<file path="src/rtl/leaf_pkg.sv">
// Shared leaf-level definitions: payload/packet field widths and the
// output-stage state encoding of the port stream FIFO.
package leaf_pkg;

  localparam int PAYLOAD_BITS  = 32;
  localparam int PACKET_BITS   = 49;
  localparam int NUM_LEAF_BITS = 5;
  localparam int NUM_PORT_BITS = 4;
  localparam int NUM_ADDR_BITS = 7;

  typedef enum logic {
    OUT_EMPTY = 1'b0,
    OUT_VALID = 1'b1
  } out_state_t;

endpackage

</file>
<file path="src/rtl/leaf_port_stream_fifo_if.sv">
// Stream handshake bundle for one user->interface leaf port.
// The FIFO takes the slave view; the kernel/interface side takes the master view.
interface leaf_port_stream_fifo_if;
  import leaf_pkg::*;

  logic [PAYLOAD_BITS-1:0] din_user;
  logic                    vld_user;
  logic                    ack_user;
  logic [PAYLOAD_BITS-1:0] dout_if;
  logic                    vld_if;
  logic                    ack_if;

  modport slave (
    input  din_user, vld_user, ack_if,
    output ack_user, dout_if, vld_if
  );

  modport master (
    output din_user, vld_user, ack_if,
    input  ack_user, dout_if, vld_if
  );

endinterface

</file>
<file path="src/rtl/leaf_sdp_ram.sv">
// Simple dual-port RAM: one write port, one registered read port, no reset
// on storage. A write to the address being read returns the new word so the
// FIFO head is always current one cycle after its address is presented.
module leaf_sdp_ram #(
  parameter int ADDR_BITS = 5,
  parameter int DATA_BITS = 32
) (
  input  logic                 i_clk,
  input  logic                 i_we,
  input  logic [ADDR_BITS-1:0] i_wr_addr,
  input  logic [DATA_BITS-1:0] i_wr_data,
  input  logic [ADDR_BITS-1:0] i_rd_addr,
  output logic [DATA_BITS-1:0] o_rd_data
);

  logic [DATA_BITS-1:0] r_mem [0:(2**ADDR_BITS)-1];

  // Write storage and register the read word (write-first on address match)
  always_ff @(posedge i_clk) begin
    if (i_we) r_mem[i_wr_addr] <= i_wr_data;
    o_rd_data <= (i_we && (i_wr_addr == i_rd_addr)) ? i_wr_data : r_mem[i_rd_addr];
  end

endmodule

</file>
<file path="src/rtl/leaf_port_stream_fifo.sv">
// Elastic FWFT buffer between a user kernel output port and leaf_interface.
// The output register counts as one storage slot; the RAM holds the rest.
// All outputs are registered; occupancy and delivered-word count are exported.
module leaf_port_stream_fifo
  import leaf_pkg::*;
#(
  parameter int DEPTH_BITS   = 5,
  parameter int AFULL_MARGIN = 4
) (
  input  logic                     clk_user,
  input  logic                     reset_n,
  input  logic                     clear,
  leaf_port_stream_fifo_if.slave   port,
  output logic [DEPTH_BITS:0]      count,
  output logic                     almost_full,
  output logic [31:0]              words_sent
);

  localparam int                  DEPTH     = 2**DEPTH_BITS;
  localparam logic [DEPTH_BITS:0] FULL_CNT  = (DEPTH_BITS+1)'(DEPTH);
  localparam logic [DEPTH_BITS:0] AFULL_CNT = (DEPTH_BITS+1)'(DEPTH - AFULL_MARGIN);

  out_state_t              r_state;
  logic [PAYLOAD_BITS-1:0] r_dout;
  logic                    r_vld;
  logic                    r_ack_user;
  logic                    r_afull;
  logic [DEPTH_BITS-1:0]   r_wr_ptr;
  logic [DEPTH_BITS-1:0]   r_rd_ptr;
  logic [DEPTH_BITS:0]     r_count;
  logic [31:0]             r_words_sent;

  logic                    w_push;
  logic                    w_pop;
  logic                    w_out_free;
  logic [DEPTH_BITS:0]     w_ram_cnt;
  logic                    w_ram_nonempty;
  logic                    w_load_ram;
  logic                    w_load_in;
  logic                    w_ram_we;
  logic [DEPTH_BITS-1:0]   w_rd_ptr_next;
  logic [DEPTH_BITS:0]     w_count_next;
  logic [PAYLOAD_BITS-1:0] w_ram_q;

  // Handshakes; clear suppresses any storage side effect of a push
  assign w_push         = port.vld_user & r_ack_user;
  assign w_pop          = r_vld & port.ack_if;
  assign w_out_free     = ~r_vld | w_pop;
  assign w_ram_cnt      = r_count - {{DEPTH_BITS{1'b0}}, r_vld};
  assign w_ram_nonempty = (w_ram_cnt != '0);
  // RAM words have priority over the incoming word to keep strict ordering
  assign w_load_ram     = w_out_free & w_ram_nonempty;
  assign w_load_in      = w_out_free & ~w_ram_nonempty & w_push;
  assign w_ram_we       = w_push & ~w_load_in & ~clear;
  assign w_rd_ptr_next  = clear ? '0 : (r_rd_ptr + DEPTH_BITS'(w_load_ram));

  // Occupancy after this edge: push and pop together leave it unchanged
  always_comb begin
    w_count_next = r_count;
    if (w_push && !w_pop)      w_count_next = r_count + (DEPTH_BITS+1)'(1);
    else if (!w_push && w_pop) w_count_next = r_count - (DEPTH_BITS+1)'(1);
    if (clear)                 w_count_next = '0;
  end

  // Read address runs one step ahead so w_ram_q is the head word for the next edge
  leaf_sdp_ram #(
    .ADDR_BITS (DEPTH_BITS),
    .DATA_BITS (PAYLOAD_BITS)
  ) u_ram (
    .i_clk     (clk_user),
    .i_we      (w_ram_we),
    .i_wr_addr (r_wr_ptr),
    .i_wr_data (port.din_user),
    .i_rd_addr (w_rd_ptr_next),
    .o_rd_data (w_ram_q)
  );

  // Output-stage FSM with pointers, occupancy, status flags and sent-word counter
  always_ff @(posedge clk_user or negedge reset_n) begin
    if (!reset_n) begin
      r_state      <= OUT_EMPTY;
      r_dout       <= '0;
      r_vld        <= 1'b0;
      r_ack_user   <= 1'b0;
      r_afull      <= 1'b0;
      r_wr_ptr     <= '0;
      r_rd_ptr     <= '0;
      r_count      <= '0;
      r_words_sent <= '0;
    end else if (clear) begin
      r_state      <= OUT_EMPTY;
      r_vld        <= 1'b0;
      r_ack_user   <= 1'b1;
      r_afull      <= 1'b0;
      r_wr_ptr     <= '0;
      r_rd_ptr     <= '0;
      r_count      <= '0;
      r_words_sent <= '0;
    end else begin
      r_count    <= w_count_next;
      r_ack_user <= (w_count_next < FULL_CNT);
      r_afull    <= (w_count_next >= AFULL_CNT);
      r_rd_ptr   <= w_rd_ptr_next;
      if (w_ram_we) r_wr_ptr     <= r_wr_ptr + DEPTH_BITS'(1);
      if (w_pop)    r_words_sent <= r_words_sent + 32'd1;
      case (r_state)
        OUT_EMPTY: begin
          if (w_load_ram) begin
            r_dout  <= w_ram_q;
            r_vld   <= 1'b1;
            r_state <= OUT_VALID;
          end else if (w_load_in) begin
            r_dout  <= port.din_user;
            r_vld   <= 1'b1;
            r_state <= OUT_VALID;
          end
        end
        OUT_VALID: begin
          if (w_pop) begin
            if (w_load_ram) begin
              r_dout <= w_ram_q;
            end else if (w_load_in) begin
              r_dout <= port.din_user;
            end else begin
              r_vld   <= 1'b0;
              r_state <= OUT_EMPTY;
            end
          end
        end
        default: begin
          r_vld   <= 1'b0;
          r_state <= OUT_EMPTY;
        end
      endcase
    end
  end

  assign port.ack_user = r_ack_user;
  assign port.dout_if  = r_dout;
  assign port.vld_if   = r_vld;
  assign count         = r_count;
  assign almost_full   = r_afull;
  assign words_sent    = r_words_sent;

endmodule
</file>
<file path="src/flat_wrapper.sv">
// flat-port wrapper written by rule: the top's interface ports become plain ports
module leaf_port_stream_fifo_flat import leaf_pkg::*;
#(
  parameter int DEPTH_BITS   = 5,
  parameter int AFULL_MARGIN = 4
)
  (clk_user, reset_n, clear, count, almost_full, words_sent, port_din_user, port_vld_user, port_ack_if, port_ack_user, port_dout_if, port_vld_if);
  leaf_port_stream_fifo_if port_i ();
  input  logic clk_user;
  input  logic reset_n;
  input  logic clear;
  output logic [DEPTH_BITS:0] count;
  output logic almost_full;
  output logic [31:0] words_sent;
  input wire logic [$bits(port_i.din_user)-1:0] port_din_user;
  input wire logic [$bits(port_i.vld_user)-1:0] port_vld_user;
  input wire logic [$bits(port_i.ack_if)-1:0] port_ack_if;
  output wire logic [$bits(port_i.ack_user)-1:0] port_ack_user;
  output wire logic [$bits(port_i.dout_if)-1:0] port_dout_if;
  output wire logic [$bits(port_i.vld_if)-1:0] port_vld_if;
  assign port_i.din_user = port_din_user;
  assign port_i.vld_user = port_vld_user;
  assign port_i.ack_if = port_ack_if;
  assign port_ack_user = port_i.ack_user;
  assign port_dout_if = port_i.dout_if;
  assign port_vld_if = port_i.vld_if;
  leaf_port_stream_fifo #(.DEPTH_BITS(DEPTH_BITS), .AFULL_MARGIN(AFULL_MARGIN)) u_core (.clk_user(clk_user), .reset_n(reset_n), .clear(clear), .port(port_i), .count(count), .almost_full(almost_full), .words_sent(words_sent));
endmodule
</file>
<file path="config.mk">
export PLATFORM = sky130hd
export DESIGN_NAME = leaf_port_stream_fifo_flat
export DESIGN_NICKNAME = d
export VERILOG_FILES = /design/src/rtl/leaf_pkg.sv /design/src/rtl/leaf_port_stream_fifo_if.sv /design/src/rtl/leaf_sdp_ram.sv /design/src/rtl/leaf_port_stream_fifo.sv /design/src/flat_wrapper.sv
export SDC_FILE = /design/constraint.sdc
export NUM_CORES = 1
export LEC_CHECK = 0
export CAP_MARGIN = 10
export CORE_UTILIZATION = 55
export DETAILED_ROUTE_END_ITERATION = 6
export PLACE_DENSITY = 0.74
export RECOVER_POWER = 50
export SLEW_MARGIN = 25
export SYNTH_ARGS = -nofsm -noshare
export SYNTH_HDL_FRONTEND = slang
export SYNTH_SLANG_ARGS = --single-unit
</file>
<file path="constraint.sdc">
create_clock -name clk_user -period 3.2 [get_ports clk_user]
set_input_delay 0.8 -clock clk_user [delete_from_list [all_inputs] [get_ports clk_user]]
set_output_delay 0.8 -clock clk_user [all_outputs]
set_load 0.01 [all_outputs]
</file>
==> results of run 1 <==
power groups by stage:
stage	clock (mW)	sequential [mW]	combinational, mW
finish	12.8	16.9	9.64
global route	13.5	16.9	10.2
CTS	13.0	16.9	9.70
detailed placement	0	17.2	9.61
global placement	0	17.1	9.42
floorplan	0	16.9	6.17
flip-flops by register name (all words and copies together) (netlist names), named ones only:
| signal | count |
|---|---|
| u_core.count | 6 |
| u_core.r_wr_ptr | 5 |
| u_core.port.dout_if | 32 |
| u_core.port.vld_if | 1 |
| u_core.u_ram.r_mem | 1024 |
| u_core.words_sent | 32 |
| u_core.port.ack_user | 1 |
| u_core.almost_full | 1 |
| u_core.r_rd_ptr | 5 |
| u_core.r_state | 1 |
final cells by class:
cell class	count	area [sq um]	area share (%)
sequential	1113	33000	64.4
multi-input combinational	1220	10500	20.5
timing repair buffer	281	2800	5.47
clock buffer	129	2750	5.37
tap	1050	1310	2.57
clock inverter	68	811	1.58
inverter	13	48.8	0.0953
synth_stat cells, types with 38 or more instances:
library cell  count
buf_2            64
clkbuf_1         53
dfrtp_1          84
edfxtp_1       1024
mux2_2          347
mux4_2           64
nand2_1          64
nor2_1          137
nor3_1           76
nor4_1           38
o21ai_0          39
o22ai_1         161
o31ai_1          64
final timing paths:
| kind | end | cells after the start |
|---|---|---|
| max | u_core.port.dout_if[27] | 7 |
| min | u_core.port.ack_user | 3 |
| max reg2reg | u_core.port.dout_if[27] | 7 |
| min reg2reg | u_core.port.dout_if[2] | 2 |
| max in group asynchronous | u_core.r_rd_ptr[1] | 2 |
| min in group asynchronous | u_core.words_sent[17] | 2 |
per-stage QoR:
stage	utilization, %	instance area (sq um)	worst slack (ns)	TNS [ns]
6_report	64.8	51200	0.457	0
4_1_cts	65.1	51500	0.427	0
3_3_place_gp	60.6	47900	0.211	0
5_1_grt	64.8	51200	0.247	0
2_1_floorplan	-	43900	-0.294	-297.40
3_5_place_dp	60.6	47900	0.184	0
worst max-delay path, delay by kind of cell (launching register included):
family                 cells  cell delay, ns
multiplexers               1            0.37
buffers and inverters      2            0.53
AND/OR/NAND/NOR            2            0.68
AO/OA/AOI/OAI              2            0.44
flip-flops                 1            0.55
layer usage:
metal | routed length (um) | part of all wire (%) | up-vias | track usage (%)
met5 | 0 | 0 | - | 0
met4 | 4970 | 4.6 | 0 | 12.1
met3 | 7810 | 7.2 | 209 | 3.95
met2 | 53400 | 49 | 1160 | 43.9
met1 | 42500 | 39 | 12600 | 36.2
li1 | - | - | 10400 | -
kinds of logic after synthesis:
family,count (synthesis)
buffers and inverters,157
xor gates and xnor gates,36
muxes,449
AOI/OAI and AO/OA,317
and+or+nand+nor,408
DFF,1113
adders and majority gates,10
==> run metrics, run 1 <==
crit path DAT=~3.3 ns; WHS=slightly below 0.5 ns; ys async rst share=7.55%; Row Count=103; Worst path slowest cell=dfxtp_4; number of synthesis warnings=0; CP cell instances=buf_4, mux2_2, o22ai_1, nor3_1, nor4_1, buf_4, o31ai_1; Net Switching=between 10 and 15 mW; dpl hpwl=~70,000 um; DRC Markers=0; Routability Congestion=just under 0.9; Post-synth EDFFs=1,024; WS Path Type=register to register; First-pass DRT Iterations=7; # setup viols final=0; Total Power=39.3 mW; vias in the first global route=between 20,000 and 25,000; Max Freq=between 0.3 and 0.4 GHz; gr usage total=between 20% and 30%; diode count=0; Slew Limit Fails=about 700; largest area contributor in the netlist=edfxtp_1; Layout Nets=about 2,800; CP peak stage delay=roughly 0.55 ns; Post-CTS Setup Inserts=0; post-synthesis xor/xnor area fraction=less than 1%; Starting Density=55.6%; initial antenna violation count=0; mean post-synth cell area=between 15 and 20 sq um; antenna viol nets, final=0; largest family of logic cells by synthesized area=multiplexers; first-pass GRT wire length=around 160,000 um; Slew @ Worst Pin=roughly 2.5 ns; clk slew on worst S/H paths=approximately 0.060 ns; Synth Area in Compound Gates=4.70%; Avg WL per Cell=roughly 28 um; status=finished, violations left; Top FF cell, synth=edfxtp_1; Lkg Pwr=~16 nW; startpoint types=register; worst IR drop on VDD=approximately 0.54 mV; Period Utilization, post-route=a little under nine tenths; crit path max fanout=17; WL final=around 110,000 um; Resized cells post-CTS=0; Hold Crit Class=input port to register; max cap viols=19; Rel. slew slack=-65.4%; Synth-to-Final Area Change=16.6%; CTS sink count=~1,100; Mapped Cells=~2,500; layout cells sized above 1=between 20% and 30%; hold-fix buffers at CTS=0; failing checks=capacitance limit, slew limit; Netlist Area Pre-Place=between 40,000 and 50,000 sq um; hold path start=clear; Initial DRC Count=~2,500; Fillers=5,221; IO Count=110; Crit. End Element=register; pwr/cell area=~770 nW/um^2; RSZ-0062 raised after global routing=no; Die H=about 280 um; dpl cells=roughly 3,700; IO buf count=roughly 110; Clock Skew=0.0220 ns; CTS tree=built; fin crit period=2.74 ns; register area share after synthesis=between 70% and 80%; depth of the CTS H-tree=3; DR vias=roughly 24,000; Core ar.=roughly 79,000 sq um; Final Hold Vio Count=0; clock power share=between 30% and 40%; top cell type's share of synthesized area=a little over two thirds; mux cell area share after synthesis=between 10% and 20%; register share of total power=around 43%; clock buffer depth=3; Gate power share=~25%; syn_nets=around 2,500; DIE WIDTH=~280 um; most common cell after layout, fill and taps aside=edfxtp_1; CTS root buf=clkbuf_16; DIE AREA=around 81,000 sq um; vias per cell=about 6.3; Finished Layout Cells=3,874; clock latency at the later pin of the worst-skew pair=between 0.6 and 0.7 ns; Pint=roughly 28 mW; Adder-Cell Fraction of Synth Area=less than 1%; Post-Synth Simple-Gate Area=4.51%; Worst EP required=about 3.7 ns; CP dominant cell by count=buf_4; Sw Share=between 20% and 30%; largest net degree at the start of global routing=85; number of synthesized register bits=around 1,100; TritonCTS Buffers=between 100 and 150; Synth area leaders=edfxtp_1 (70%), mux2_2 (8.9%), dfrtp_1 (4.8%); Unique masters post-synth=a little under 50; GRT overflow=0; Reg2Reg Setup Slack=between 0.4 and 0.5 ns; most frequent cells in the layout=edfxtp_1 (1,024), mux2_2 (347), o22ai_1 (161)
(Power assumes the default switching activity.)
==> inputs of run 2 (changes only) <==
- CELL_PAD_IN_SITES_DETAIL_PLACEMENT: unset -> 1
- CELL_PAD_IN_SITES_GLOBAL_PLACEMENT: unset -> 1
- GPL_TIMING_DRIVEN: unset -> 0
- PLACE_DENSITY: 0.74 -> 0.8
- clock period: 3.2 -> 3.32 ns (I/O delays scaled with it)
==> run metrics, run 2 (same netlist as run 1, synthesis figures left out) <==
status=finished, violations left; failing checks=capacitance limit, slew limit, setup timing; crit path DAT=3.91 ns; # setup viols final=540; gr usage total=38.7%; Most flops, register=u_core.u_ram.r_mem; IO buf count=109; vias in the first global route=slightly below 30,000; depth of the CTS H-tree=3; WL final=about 160,000 um; Critical Path Source=u_core.count[0]; Rel. slew slack=-33.8%; TritonCTS Buffers=between 100 and 150; Final Hold Vio Count=0; PnR worst setup slack=-0.181 ns; Period Utilization, post-route=105%; Lkg Pwr=about 17 nW; hold-fix buffers at CTS=0; CP dominant cell by count=buf_12; crit path max fanout=18; Starting Density=between 50% and 60%; clk slew on worst S/H paths=0.07 ns; vias per cell=between 7 and 8; startpoint types=register; clock latency at the later pin of the worst-skew pair=0.70 ns; Initial DRC Count=slightly below 4,000; pwr/cell area=a little under 800 nW/um^2; DIE AREA=81,000 sq um; Slew Limit Fails=approximately 990; CP peak stage delay=around 0.70 ns; Layout Nets=~2,800; Avg WL per Cell=39.5 um; WS Path Type=register to register; First-pass DRT Iterations=5; Row Count=between 100 and 150; max reg flops=around 1,000; CTS sink count=around 1,100; Total Power=a little over 40 mW; CTS tree=built; max cap viols=30; most common cell after layout, fill and taps aside=edfxtp_1; GRT overflow=0; CP cell instances=inv_1, ha_1, xnor2_1, a41oi_4, and2_1, nand2_1, nor2_4, buf_12, buf_12; DR vias=roughly 28,000; Util after Layout=approximately two thirds; FF-to-FF Start=u_core.count[0]; DRC Markers=0; Routability Congestion=between 0.8 and 0.9; RSZ-0062 raised after global routing=yes; layout cells sized above 1=~27%; first-pass GRT wire length=approximately 220,000 um; antenna viol nets, final=0; hold path start=u_core.port.dout_if[17]; Worst path slowest cell=nand2_1; dpl hpwl=about 89,000 um; Slew @ Worst Pin=~2.0 ns; initial antenna violation count=5; CTS root buf=clkbuf_16; Core ar.=79,000 sq um; most frequent cells in the layout=edfxtp_1 (1,024), mux2_2 (347), o22ai_1 (161); DIE WIDTH=about 280 um; IO Count=110; Crit. End Element=register; largest net degree at the start of global routing=52; clock buffer depth=3; Worst EP required=~3.7 ns; Clock Skew=~0.04 ns; Die H=around 280 um; Hold Crit Class=register to register; fin crit period=between 3 and 4 ns; worst IR drop on VDD=0.506 mV; Synth-to-Final Area Change=17.7%; Max Freq=about 0.29 GHz
run 2: power by group:
group          switching, mW  leakage, nW  total, mW  internal, mW
clock                   5.78         1.77       13.2          7.38
sequential             0.348         10.3       16.1          15.7
combinational           7.11         4.51       11.1          4.02
total                   13.2         16.6       40.4          27.1
run 2: per-stage QoR:
| stage | hold WS (ns) | setup TNS [ns] | instance area [sq um] | setup slack, ns | cells |
|---|---|---|---|---|---|
| floorplan | 0.507 | -205.24 | 43900 | -0.204 | 2490 |
| global placement | 0.464 | -2782.17 | 46300 | -2.80 | 3649 |
| detailed placement | 0.482 | -715.96 | 47600 | -0.965 | 3694 |
| CTS | 0.0268 | -2.09 | 51800 | -0.0562 | 3938 |
| global route | 0.527 | -18.58 | 51700 | -0.161 | 3940 |
| finish | 0.513 | -37.75 | 51700 | -0.181 | 3942 |
run 2: final cells by class:
| class | count | area (sq um) |
|---|---|---|
| Sequential cell | 1113 | 33000 |
| Fill cell | 6659 | 27300 |
| Multi-Input combinational cell | 1220 | 10500 |
| Clock buffer | 154 | 3070 |
| Timing Repair Buffer | 193 | 2520 |
| Tap cell | 1050 | 1310 |
| Buffer | 144 | 692 |
| Clock inverter | 52 | 577 |
| Inverter | 13 | 48.8 |
| Antenna cell | 3 | 7.51 |
run 2: layer usage:
layer	routed length [um]	track usage, %	part of all wire (%)	up-vias
met5	22	0	0.014	-
met1	53300	47.7	34	14100
met4	10500	22.3	6.8	4
met2	75900	63.7	49	2405
met3	15900	7.97	10	659
li1	-	-	-	10500
run 2: what timing repair did:
| action | in CTS | in global routing |
|---|---|---|
| setup buffers | 38 | 0 |
| gates resized for setup | 2 | 7 |
| endpoints found under the hold margin | 0 | 0 |
| pin swaps | 23 | 0 |
| setup endpoints to repair | 810 | 925 |
run 2: final timing paths:
path | end | slack [ns] | depth (start not counted)
hold / removal | u_core.port.dout_if[17] | 0.51 | 2
max in group asynchronous | u_core.port.dout_if[13] | 0.47 | 2
setup reg to reg | u_core.u_ram.r_mem[9][12] | -0.18 | 9
setup / recovery | u_core.u_ram.r_mem[9][12] | -0.18 | 9
hold reg to reg | u_core.port.dout_if[17] | 0.51 | 2
min in group asynchronous | u_core.words_sent[15] | 0.68 | 1
run 2: critical path: cells and delay by family (launching register included):
kind / cells / cell delay, ns
AO/OA/AOI/OAI: 1 / 0.34
AND/OR/NAND/NOR: 3 / 1.12
XOR/XNOR: 1 / 0.53
buffers and inverters: 3 / 0.52
flip-flops: 1 / 0.44
adder cells (fa/ha/maj): 1 / 0.24
==> inputs of run 3 (changes only) <==
- CORE_UTILIZATION: 55 -> 53
- PLACE_DENSITY: 0.8 -> 0.78
- clock period: 3.32 -> 3.7 ns (I/O delays scaled with it)
==> run metrics, run 3 (same netlist as run 1, synthesis figures left out) <==
worst IR drop on VDD=~0.41 mV; Routability Congestion=around 0.9; clk slew on worst S/H paths=roughly 0.060 ns; DRC Markers=0; crit path buf inv count=2; crit path DAT=4.08 ns; FF-to-FF End=u_core.u_ram.r_mem[20][7]; Layout Nets=~2,900; CP peak stage delay=0.73 ns; status=finished, violations left; WHS=0.410 ns; startpoint types=input port; layout cells sized above 1=roughly 28%; CP cell instances=clkdlybuf4s50_1, nand2b_1, a41oi_2, and2_1, nand2_1, nor2_4, buf_16; Slew Limit Fails=approximately 1,200; Lkg Pwr=roughly 17 nW; # setup viols final=17; most common cell after layout, fill and taps aside=edfxtp_1; Slew @ Worst Pin=about 2 ns; first-pass GRT wire length=between 150,000 and 200,000 um; crit path max fanout=21; Core ar.=around 82,000 sq um; initial antenna violation count=5; clock power share=between 30% and 40%; Total Power=35.6 mW; depth of the CTS H-tree=3; IO Count=110; DR vias=~25,000; GRT overflow=0; gr usage total=29.8%; Worst EP required=~4 ns; Worst path slowest cell=nor2_4; Pint=25.2 mW; largest net degree at the start of global routing=68; Gate power share=between 20 and 25%; FF-to-FF Start=u_core.count[0]; Most flops, register=u_core.u_ram.r_mem; Reg2Reg Setup Slack=around 0.05 ns; Final Hold Vio Count=0; IO buf count=around 110; Sw Share=29.3%; Hold Crit Class=input port to async pin; max reg flops=roughly 1,000; vias in the first global route=27,200; antenna viol nets, final=0; fin crit period=3.72 ns; Die H=about 290 um; Period Utilization, post-route=100%; most frequent cells in the layout=edfxtp_1 (1,024), mux2_2 (347), o22ai_1 (161); RSZ-0062 raised after global routing=yes; DIE WIDTH=around 290 um; WS Path Type=input port to register; max cap viols=33; dpl cells=approximately 3,700; Row Count=~110; Net Switching=10.4 mW; TritonCTS Buffers=113; depth of the most critical reg-to-reg path=8; CTS root buf=clkbuf_16; Top Family by Delay on Critical Path=simple AND/OR/NAND/NOR gates; failing checks=capacitance limit, slew limit, setup timing; Synth-to-Final Area Change=18.1%; pwr/cell area=just under 700 nW/um^2; dpl hpwl=~82,000 um; Initial DRC Count=around 2,600; WL final=roughly 130,000 um; Util after Layout=a little over three fifths; Rel. slew slack=-33.6%; Critical Path Source=port_ack_if; CTS tree=built; Crit. End Element=register; clock latency at the later pin of the worst-skew pair=between 0.6 and 0.7 ns; Clock Skew=a little under 0.03 ns; Finished Layout Cells=between 3,000 and 4,000; CTS sink count=between 1,000 and 1,500; clock buffer depth=3; DIE AREA=about 84,000 sq um; Avg WL per Cell=between 30 and 40 um; PnR worst setup slack=-0.0173 ns; First-pass DRT Iterations=5; vias per cell=roughly 6.4; register share of total power=40.7%; Max Freq=between 0.2 and 0.3 GHz; Starting Density=a little over half
-- run 3: worst max path at each step --
stage	end	cells past startpoint	slack [ns]
after detailed placement	u_core.u_ram.r_mem[25][8]	7	-0.73
final	u_core.u_ram.r_mem[20][7]	7	-0.02
after floorplan	u_core.u_ram.r_mem[31][0]	5	0.08
after global routing	u_core.u_ram.r_mem[20][11]	7	-0.10
after CTS	u_core.u_ram.r_mem[28][11]	7	0.03
after global placement	u_core.u_ram.r_mem[8][5]	6	-2.11
-- run 3: timing repair --
action                                  CTS  global route
gates resized for setup                   0             1
endpoints found under the setup margin   12           188
setup buffers                             7            44
hold buffers                              0             0
pin swaps                                 2             8
-- run 3: stage by stage --
stage | area [sq um] | worst slack (ns) | setup TNS, ns
finish | 51900 | -0.0173 | -0.193
global route | 51900 | -0.101 | -4.30
CTS | 51600 | 0.0341 | 0
detailed placement | 47500 | -0.726 | -462.01
global placement | 46300 | -2.11 | -2060.61
floorplan | 43900 | 0.0811 | 0
-- run 3: cell type report --
cell class | count | area, sq um
Clock buffer | 146 | 3110
Fill cell | 7077 | 30100
Buffer | 144 | 684
Inverter | 13 | 48.8
Clock inverter | 66 | 922
Tap cell | 1070 | 1340
Timing Repair Buffer | 200 | 2340
Sequential cell | 1113 | 33000
Multi-Input combinational cell | 1220 | 10500
Antenna cell | 1 | 2.50
-- run 3: power groups by stage --
stage	sequential (mW)	clock, mW	combinational (mW)
floorplan	14.6	0	5.34
global placement	14.7	0	8.04
detailed placement	14.7	0	8.51
CTS	14.4	12.5	8.68
global route	14.5	12.9	9.13
finish	14.5	12.4	8.73
-- run 3: layer usage --
layer	up-vias	part of all wire (%)	track usage (%)
met4	8	2.6	9.19
met3	227	7.6	5.59
met5	-	0.036	0
met2	1161	51	51.6
met1	13300	39	38.3
li1	10500	-	-
